## src/rtl/spi_pkg.sv

```systemverilog
// Shared definitions for the SPI transaction controller: state encoding and
// frame field widths.
package spi_pkg;

   localparam int ADDR_BITS_DEF = 7;
   localparam int DATA_BITS_DEF = 8;
   localparam int CNT_W_DEF     = 4;
   localparam int HDR_BITS_DEF  = ADDR_BITS_DEF + 1;

   typedef enum logic [2:0] {
      IDLE         = 3'd0,
      GET_ADDR     = 3'd1,
      GOT_ADDR     = 3'd2,
      READ_LOAD    = 3'd3,
      READ_SHIFT   = 3'd4,
      WRITE_SHIFT  = 3'd5,
      WRITE_COMMIT = 3'd6,
      DONE         = 3'd7
   } spi_state_e;

endpackage

```

## src/rtl/spi_bit_counter.sv

```systemverilog
// Bit counter for header/data phases: synchronous clear, increment enable and
// a terminal-count flag raised on the increment that reaches the limit.
module spi_bit_counter #(
   parameter int CNT_W = 4
) (
   input  logic             clk,
   input  logic             reset,
   input  logic             clr_i,
   input  logic             inc_i,
   input  logic [CNT_W-1:0] limit_i,
   output logic             tc_o
);

   logic [CNT_W-1:0] cnt_q;
   logic [CNT_W-1:0] cnt_d;
   logic [CNT_W-1:0] cnt_plus;

   assign cnt_plus = cnt_q + CNT_W'(1);
   assign tc_o     = inc_i && (cnt_plus == limit_i);

   always_comb begin
      cnt_d = cnt_q;
      if (clr_i) begin
         cnt_d = '0;
      end else if (inc_i) begin
         cnt_d = cnt_plus;
      end
   end

   always_ff @(posedge clk or posedge reset) begin
      if (reset) begin
         cnt_q <= '0;
      end else begin
         cnt_q <= cnt_d;
      end
   end

endmodule

```

## src/rtl/spi_fsm.sv

```systemverilog
// SPI transaction controller: frames a CS-delimited transaction into header,
// then a write commit or a read load/shift-out, with Moore enables.
//
// state        | meaning
// IDLE         | waiting for cs_n low
// GET_ADDR     | counting header bits on sclk rising edges
// GOT_ADDR     | latch address, capture R/W bit (1 clk)
// READ_LOAD    | parallel-load memory word into shift register (1 clk)
// READ_SHIFT   | drive MISO, counting falling edges
// WRITE_SHIFT  | counting data bits on rising edges
// WRITE_COMMIT | write shifted data to memory (1 clk)
// DONE         | frame complete, wait for cs_n high
module spi_fsm
   import spi_pkg::*;
#(
   parameter int ADDR_BITS = ADDR_BITS_DEF,
   parameter int DATA_BITS = DATA_BITS_DEF,
   parameter int CNT_W     = CNT_W_DEF
) (
   input  logic clk,
   input  logic reset,
   input  logic cs_n,
   input  logic sclk_posedge,
   input  logic sclk_negedge,
   input  logic sr_lsb,
   output logic addr_we,
   output logic dm_we,
   output logic sr_we,
   output logic miso_buff,
   output logic busy
);

   localparam logic [CNT_W-1:0] HDR_LIMIT  = CNT_W'(ADDR_BITS + 1);
   localparam logic [CNT_W-1:0] DATA_LIMIT = CNT_W'(DATA_BITS);

   spi_state_e       state_q;
   spi_state_e       state_d;
   logic             rw_q;
   logic             rw_d;
   logic             cnt_clr;
   logic             cnt_inc;
   logic             cnt_tc;
   logic             data_edge;
   logic [CNT_W-1:0] cnt_limit;

   spi_bit_counter #(
      .CNT_W (CNT_W)
   ) u_bit_counter (
      .clk     (clk),
      .reset   (reset),
      .clr_i   (cnt_clr),
      .inc_i   (cnt_inc),
      .limit_i (cnt_limit),
      .tc_o    (cnt_tc)
   );

   // Edge qualification kept apart from next-state logic so the counter's
   // terminal flag never feeds back into its own enable.
   always_comb begin
      data_edge = rw_q ? sclk_negedge : sclk_posedge;
      cnt_inc   = 1'b0;
      cnt_limit = HDR_LIMIT;
      case (state_q)
         GET_ADDR: begin
            cnt_inc = sclk_posedge;
         end
         READ_SHIFT, WRITE_SHIFT: begin
            cnt_inc   = data_edge;
            cnt_limit = DATA_LIMIT;
         end
         default: begin
            cnt_inc = 1'b0;
         end
      endcase
      if (cs_n) begin
         cnt_inc = 1'b0;
      end
   end

   always_comb begin
      state_d = state_q;
      rw_d    = rw_q;
      cnt_clr = 1'b0;
      case (state_q)
         IDLE: begin
            cnt_clr = 1'b1;
            if (!cs_n) begin
               state_d = GET_ADDR;
            end
         end
         GET_ADDR: begin
            if (cnt_tc) begin
               state_d = GOT_ADDR;
            end
         end
         GOT_ADDR: begin
            rw_d    = sr_lsb;
            state_d = sr_lsb ? READ_LOAD : WRITE_SHIFT;
         end
         READ_LOAD: begin
            state_d = READ_SHIFT;
         end
         READ_SHIFT: begin
            if (cnt_tc) begin
               state_d = DONE;
            end
         end
         WRITE_SHIFT: begin
            if (cnt_tc) begin
               state_d = WRITE_COMMIT;
            end
         end
         WRITE_COMMIT: begin
            state_d = DONE;
         end
         DONE: begin
            if (cs_n) begin
               state_d = IDLE;
            end
         end
         default: begin
            state_d = IDLE;
         end
      endcase
      // Chip-select release wins over everything; an unfinished write is dropped.
      if (cs_n && (state_q != IDLE)) begin
         state_d = IDLE;
      end
      if (state_d != state_q) begin
         cnt_clr = 1'b1;
      end
   end

   always_ff @(posedge clk or posedge reset) begin
      if (reset) begin
         state_q <= IDLE;
         rw_q    <= 1'b0;
      end else begin
         state_q <= state_d;
         rw_q    <= rw_d;
      end
   end

   assign addr_we   = (state_q == GOT_ADDR);
   assign sr_we     = (state_q == READ_LOAD);
   assign miso_buff = (state_q == READ_SHIFT);
   assign dm_we     = (state_q == WRITE_COMMIT);
   assign busy      = (state_q != IDLE);

endmodule

```

## config.mk

```make
export PLATFORM = sky130hd
export DESIGN_NAME = spi_fsm
export DESIGN_NICKNAME = d
export VERILOG_FILES = /design/src/rtl/spi_pkg.sv /design/src/rtl/spi_bit_counter.sv /design/src/rtl/spi_fsm.sv
export SDC_FILE = /design/constraint.sdc
export NUM_CORES = 1
export LEC_CHECK = 0
export CORE_AREA = 4 4 41 43
export CTS_CLUSTER_DIAMETER = 120
export DETAILED_ROUTE_END_ITERATION = 7
export DIE_AREA = 0 0 45 47
export PLACE_DENSITY = 0.67
export SLEW_MARGIN = 20
export SYNTH_ARGS = -nofsm -noshare
export SYNTH_HDL_FRONTEND = slang
export SYNTH_HIERARCHICAL = 1
export SYNTH_SLANG_ARGS = --single-unit
```

## constraint.sdc

```tcl
create_clock -name clk -period 3.45 [get_ports clk]
set_input_delay 0.345 -clock clk [delete_from_list [all_inputs] [get_ports clk]]
set_output_delay 0.345 -clock clk [all_outputs]
set_load 0.01 [all_outputs]
```

After elaboration in Yosys (flattened, before gate mapping)
Cells that the tools add are included.
- register bits after elaboration: 8
- bits of input ports: 6
- add/subtract/negate cells: 1
- equal/unequal tests: 9
- muxes and demuxes: 15
- reductions and logical operators: 6
- operators with widths (kind ; count):
    one-hot mux 3 bit (8 select lines) ; 1
    two-way mux 3 bit ; 7
    == test 3 bit, second input constant ; 4
    two-way mux 4 bit ; 2
    == test 3 x 2 -> 1 bit, second input constant ; 2
    adder 4 x 1 -> 4 bit, second input constant ; 1
    == test 4 bit, second input constant ; 1
    two-way mux 1 bit ; 4
    == test 3 x 1 -> 1 bit, second input constant ; 1
    logical NOT 3 bit ; 1
    != test 3 bit ; 1
    nonzero test 3 bit ; 1
    logical AND 1 bit ; 2
    one-hot mux 1 bit (2 select lines) ; 1
    nonzero test 2 bit ; 1
    OR reduction 2 bit ; 1

Longest topological paths before layout
- depth after elaboration: 11
- mapped depth: 8
- mapped depth without buffers: 8

By module
The synthesis kept the hierarchy.
- modules (own cells, without submodules) (module ; times used ; cells each ; area an instance (sq um) ; sequential area each (sq um)):
    spi_fsm ; 1 ; 34 ; 307.8 ; 100.1
    spi_bit_counter ; 1 ; 25 ; 250.2 ; 100.1

Worst setup path after synthesis
Ideal clock, no wire load.
- path type: register to register
- start: register state_q[1]
- end: register u_bit_counter.cnt_q[0]
- setup time: 0.119 ns
- arrival time: 1.678 ns
- data required time: 3.331 ns
- setup slack: 1.653 ns
- cell stages (with the launch flop): 9
- path buffers: 0
- period minus slack after synthesis: 1.797 ns
- path through: dfrtp_1 -> nor2_1 -> nand2_1 -> o21ai_1 -> nand3_1 -> nor3_2 -> nor2b_1 -> o2bb2a_2 -> nor2_1
- cells in the longest elaborated chain, start to end: 11
- RTL lines (element ; line ; text):
    start: declaration ; spi_fsm.sv:36 ; spi_state_e state_q;
    start signal: assignment ; spi_fsm.sv:139 ; state_q <= state_d;
    == test 3 bit ; spi_fsm.sv:63 ; case (state_q)
    OR reduction 2 bit ; spi_fsm.sv:63 ;
    one-hot mux 1 bit (2 select lines) * ; spi_fsm.sv:63 ;
    two-way mux 1 bit * ; spi_fsm.sv:75 ; if (cs_n) begin
    net cnt_inc ; spi_fsm.sv:41 ; logic cnt_inc;
    logical AND 1 bit * ; spi_bit_counter.sv:19 ; assign tc_o = inc_i && (cnt_plus == limit_i);
    net cnt_tc ; spi_fsm.sv:42 ; logic cnt_tc;
    two-way mux 3 bit (on tied branches) ; spi_fsm.sv:109, spi_fsm.sv:92, spi_fsm.sv:104 ;
    one-hot mux 3 bit (8 select lines) * ; spi_fsm.sv:84 ; case (state_q)
    two-way mux 3 bit * ; spi_fsm.sv:126 ; if (cs_n && (state_q != IDLE)) begin
    != test 3 bit * ; spi_fsm.sv:129 ; if (state_d != state_q) begin
    two-way mux 1 bit * ; spi_fsm.sv:129 ;
    net cnt_clr ; spi_fsm.sv:40 ; logic cnt_clr;
    two-way mux 4 bit / nonzero test 2 bit (equally long branches) ; n/a ;
    end signal: assignment ; spi_bit_counter.sv:34 ; cnt_q <= cnt_d;
    end: declaration ; spi_bit_counter.sv:14 ; logic [CNT_W-1:0] cnt_q;
The timed path passes the listed nets; every way through them passes the cells marked *.
A chain may end at the register's enable or synchronous reset.

Final worst setup path
- start: input port cs_n
- end: register u_bit_counter.cnt_q[3]
- cells in the longest elaborated chain, start to end: 8
- RTL lines (element ; line ; text):
    start: declaration ; spi_fsm.sv:22 ; input logic cs_n,
    two-way mux 1 bit * ; spi_fsm.sv:75 ;
    net cnt_inc ; spi_fsm.sv:41 ;
    logical AND 1 bit * ; spi_bit_counter.sv:19 ;
    net cnt_tc ; spi_fsm.sv:42 ;
    two-way mux 3 bit (on tied branches) ; spi_fsm.sv:109, spi_fsm.sv:92, spi_fsm.sv:104 ;
    one-hot mux 3 bit (8 select lines) * ; spi_fsm.sv:84 ;
    two-way mux 3 bit * ; spi_fsm.sv:126 ;
    != test 3 bit * ; spi_fsm.sv:129 ;
    two-way mux 1 bit * ; spi_fsm.sv:129 ;
    net cnt_clr ; spi_fsm.sv:40 ;
    two-way mux 4 bit / nonzero test 2 bit (equally long branches) ; n/a ;
Marks and branches as above.

==> results.sh <==
export IMPL_outcome="completed"
export IMPL_remaining_antenna_violation_count_after_routing=0
export IMPL_cp_data_required_time_ps=3590
export IMPL_worst_setup_path_startpoint="cs_n"
export IMPL_maxCapViolCount=0
export IMPL_avgSynthCellArea_um2=9.46
export IMPL_die_h_um=47
export IMPL_total_wirelength_um=1020
export IMPL_worst_path_buf_inv=1
export IMPL_postCtsSetupBuffers=0
export IMPL_critical_path_slowest_stage_cell="clkdlybuf4s50_1"
export IMPL_p_comb_share_pct=12.7
export IMPL_track_usage_pct=12.2
export IMPL_timing_critical_path_slowest_cell_delay_ps=480
export IMPL_diodes=0
export IMPL_synthesis_instances=59
export IMPL_clock_insertion_delay_worst_skew_ps=250
export IMPL_cp_data_arrival_time_ps=2340
export IMPL_synthesis_area_um2=558
export IMPL_die_area_mm2=0.00212
export IMPL_grt_overflow_total=0
export IMPL_final_setup_skew_ps=1.77
export IMPL_critical_path_peak_fanout=5
export IMPL_finalSetupViolations=0
export IMPL_htree_levels=1
export IMPL_cts_sinks=8
export IMPL_post_synth_num_cell_types=29
export IMPL_post_cts_resized=0
export IMPL_drt_pass1_iter_count=2
export IMPL_p_leak_nw=0.296
export IMPL_grt_pass1_vias=430
export IMPL_start_util_pct=42.9
export IMPL_antenna_found_initial=0
export IMPL_crit_chain="clkdlybuf4s50_1, nor2_1, nand2_1, o21ai_1, nand3_1, nor3_2, nor2b_1, o2bb2a_2, nor2_1"
export IMPL_totalNegativeSetupSlack_ps=0
export IMPL_drtIter0Drc=2
export IMPL_critical_path_destination="u_bit_counter/cnt_q[3]"
export IMPL_pin_count_of_the_biggest_net_entering_global_routing=11
export IMPL_cts_buffer_depth=2
export IMPL_numPlacedInstances=84
export IMPL_worst_r2r_startpoint="state_q[1]"
export IMPL_clk_root_buffer_cell="clkbuf_4"
export IMPL_gpl_final_weighted_congestion=0.803
export IMPL_cts_buffer_count=3
export IMPL_cp_top_family="simple AND/OR/NAND/NOR gates"
export IMPL_clockPowerShare_pct=37.1
export IMPL_finalNetCount=81
export IMPL_hold_viol_final=0
export IMPL_p_per_area_mw_per_mm2=284
export IMPL_post_route_cells_drive_above_1_share_pct=11.1
export IMPL_syn2layout_area_growth_pct=23.3
export IMPL_instances_no_fill=87
export IMPL_period_minus_slack_ps=2200
export IMPL_tritoncts="done"
export IMPL_routed_wire_per_std_cell_um=11.7
export IMPL_path_clk_slew_ps=50
export IMPL_worst_r2r_setup_slack_ps=1380
export IMPL_int_power_w=0.000148
export IMPL_total_switching_power_w=0.0000469
export IMPL_placement_io_buffers=10
export IMPL_critPathMostFrequentCell="nor2_1"
export IMPL_r2r_end="u_bit_counter/cnt_q[3]"
export IMPL_r2r_cells=8
export IMPL_yosys_register_bits=8
export IMPL_remaining_drc_errors=0
export IMPL_dieWidth_um=45
export IMPL_seq_area_frac_synth_pct=35.9
export IMPL_timing_final_max_slew_violations=0
export IMPL_setup_worst_path_end_class="flip-flop"
export IMPL_power_sequential_fraction_pct=50.3
export IMPL_detail_route_vias_per_cell=4.89
export IMPL_worstHoldPathType="primary input to async pin"
export IMPL_finalCritPeriodShare_pct=63.7
export IMPL_cp_num_cells=9
export IMPL_timing_setup_critical_path_class="primary input to flip-flop"
export IMPL_grt_pass1_wl_um=1780
export IMPL_fp_row_count=13
export IMPL_power_share_switching_pct=24.0
export IMPL_critical_path_startpoint_type="primary input"
export IMPL_cts_hold_buffers_added=0
export IMPL_core_footprint_mm2=0.00130
export IMPL_rsz_0062_raised_after_global_routing="false"
export IMPL_dpl_hpwl_um=815
export IMPL_max_clock_freq_mhz=455
export IMPL_ioPinCount=11
export IMPL_dr_total_vias=425
export IMPL_synthesis_yosys_warnings=6
export IMPL_vdd_ir_drop_worst_v=0.000181
how the worst min path moves through the flow:
stage	start	to	cells after the start
5_1_grt	reset	u_bit_counter/cnt_q[2]	2
3_3_place_gp	rw_q	rw_q	1
6_report	reset	u_bit_counter/cnt_q[2]	2
3_5_place_dp	rw_q	rw_q	1
4_1_cts	reset	u_bit_counter/cnt_q[2]	2
2_1_floorplan	reset	rw_q	1
placed cells by master (no fill, tap or decap), types with 2 or more instances in the layout:
cell,count
clkdlybuf4s50_1,10
nor2_1,8
dfrtp_1,8
xnor2_1,5
xor2_1,4
conb_1,4
inv_1,3
clkbuf_4,3
nor3b_1,2
nand2b_1,2
nor2b_1,2
mux2i_1,2
nand2_1,2
nand3_1,2
synth_stat cells, drive strengths merged:
library cell  number  area share [%]
dfrtp              8              36
nor2               8             5.4
xnor2              5             7.8
inv                4             2.7
xor2               4             6.3
nor3               3             5.6
buf                2             3.4
conb               2             1.3
mux2i              2             3.6
nand2              2             1.3
nand2b             2             2.2
nand3              2             1.8
nor2b              2             2.2
nor3b              2             2.7
a2111oi            1             1.8
a21o               1             1.3
a21oi              1            0.90
a221oi             1             2.7
and2               1             1.1
ha                 1             2.2
mux2               1             2.0
nand4              1             1.1
nand4b             1             1.6
o21ai              1            0.90
o2bb2a             1             2.0
flip-flops by register name, summed over array words and instances, names as in the netlist:
name,count
state_q,3
u_bit_counter/cnt_q,4
rw_q,1
layer usage:
metal,share of wire [%],vias to the layer above,GRT usage (%),wire (um)
li1,-,221,-,-
met2,43,11,18.9,443
met1,47,190,14.3,481
met3,7.1,3,3.83,73
met4,2.3,0,8.77,23
met5,0,-,0,0
cell families (layout without fill, tap and decap cells):
logic type / Yosys count / count (layout) / share of synthesized area (%)
adder cells (fa/ha/maj): 1 / 1 / 2.24
multiplexers: 3 / 3 / 5.61
XOR/XNOR: 9 / 9 / 14.1
flip-flops: 8 / 8 / 35.9
AND/OR/NAND/NOR: 24 / 24 / 25.1
AO/OA/AOI/OAI: 6 / 6 / 9.64
buffers and inverters: 6 / 17 / 6.05
other: 2 / 4 / 1.35
stage by stage:
step / hold slack (ps) / util [%] / setup slack [ps] / cell area [um2] / power (W)
6_report: 297 / 52.9 / 1250 / 688 / 0.000195
5_1_grt: 336 / 52.9 / 1080 / 688 / 0.000204
4_1_cts: 299 / 52.9 / 1260 / 688 / 0.000197
3_5_place_dp: 558 / 51.2 / 998 / 666 / 0.000125
3_3_place_gp: 524 / 51.2 / 1060 / 666 / 0.000124
2_1_floorplan: 111 / - / 1650 / 566 / 0.000115
area by class of cell:
| type | instances | area (um2) |
|---|---|---|
| clock buffers | 3 | 22.5 |
| fillers | 132 | 613 |
| inverters | 4 | 15.0 |
| multi-input cells | 47 | 332 |
| flip-flops and latches | 8 | 200 |
| well taps | 15 | 18.8 |
| repair buffers | 10 | 100 |
power groups by stage:
stage               clock network (W)  registers (W)  logic (W)
CTS                         0.0000742      0.0000981  0.0000251
floorplan                           0      0.0000979  0.0000172
finish                      0.0000723      0.0000981  0.0000247
global placement                    0      0.0000997  0.0000244
detailed placement                  0      0.0000997  0.0000249
global route                0.0000779      0.0000983  0.0000275
(Power assumes the default switching activity.)
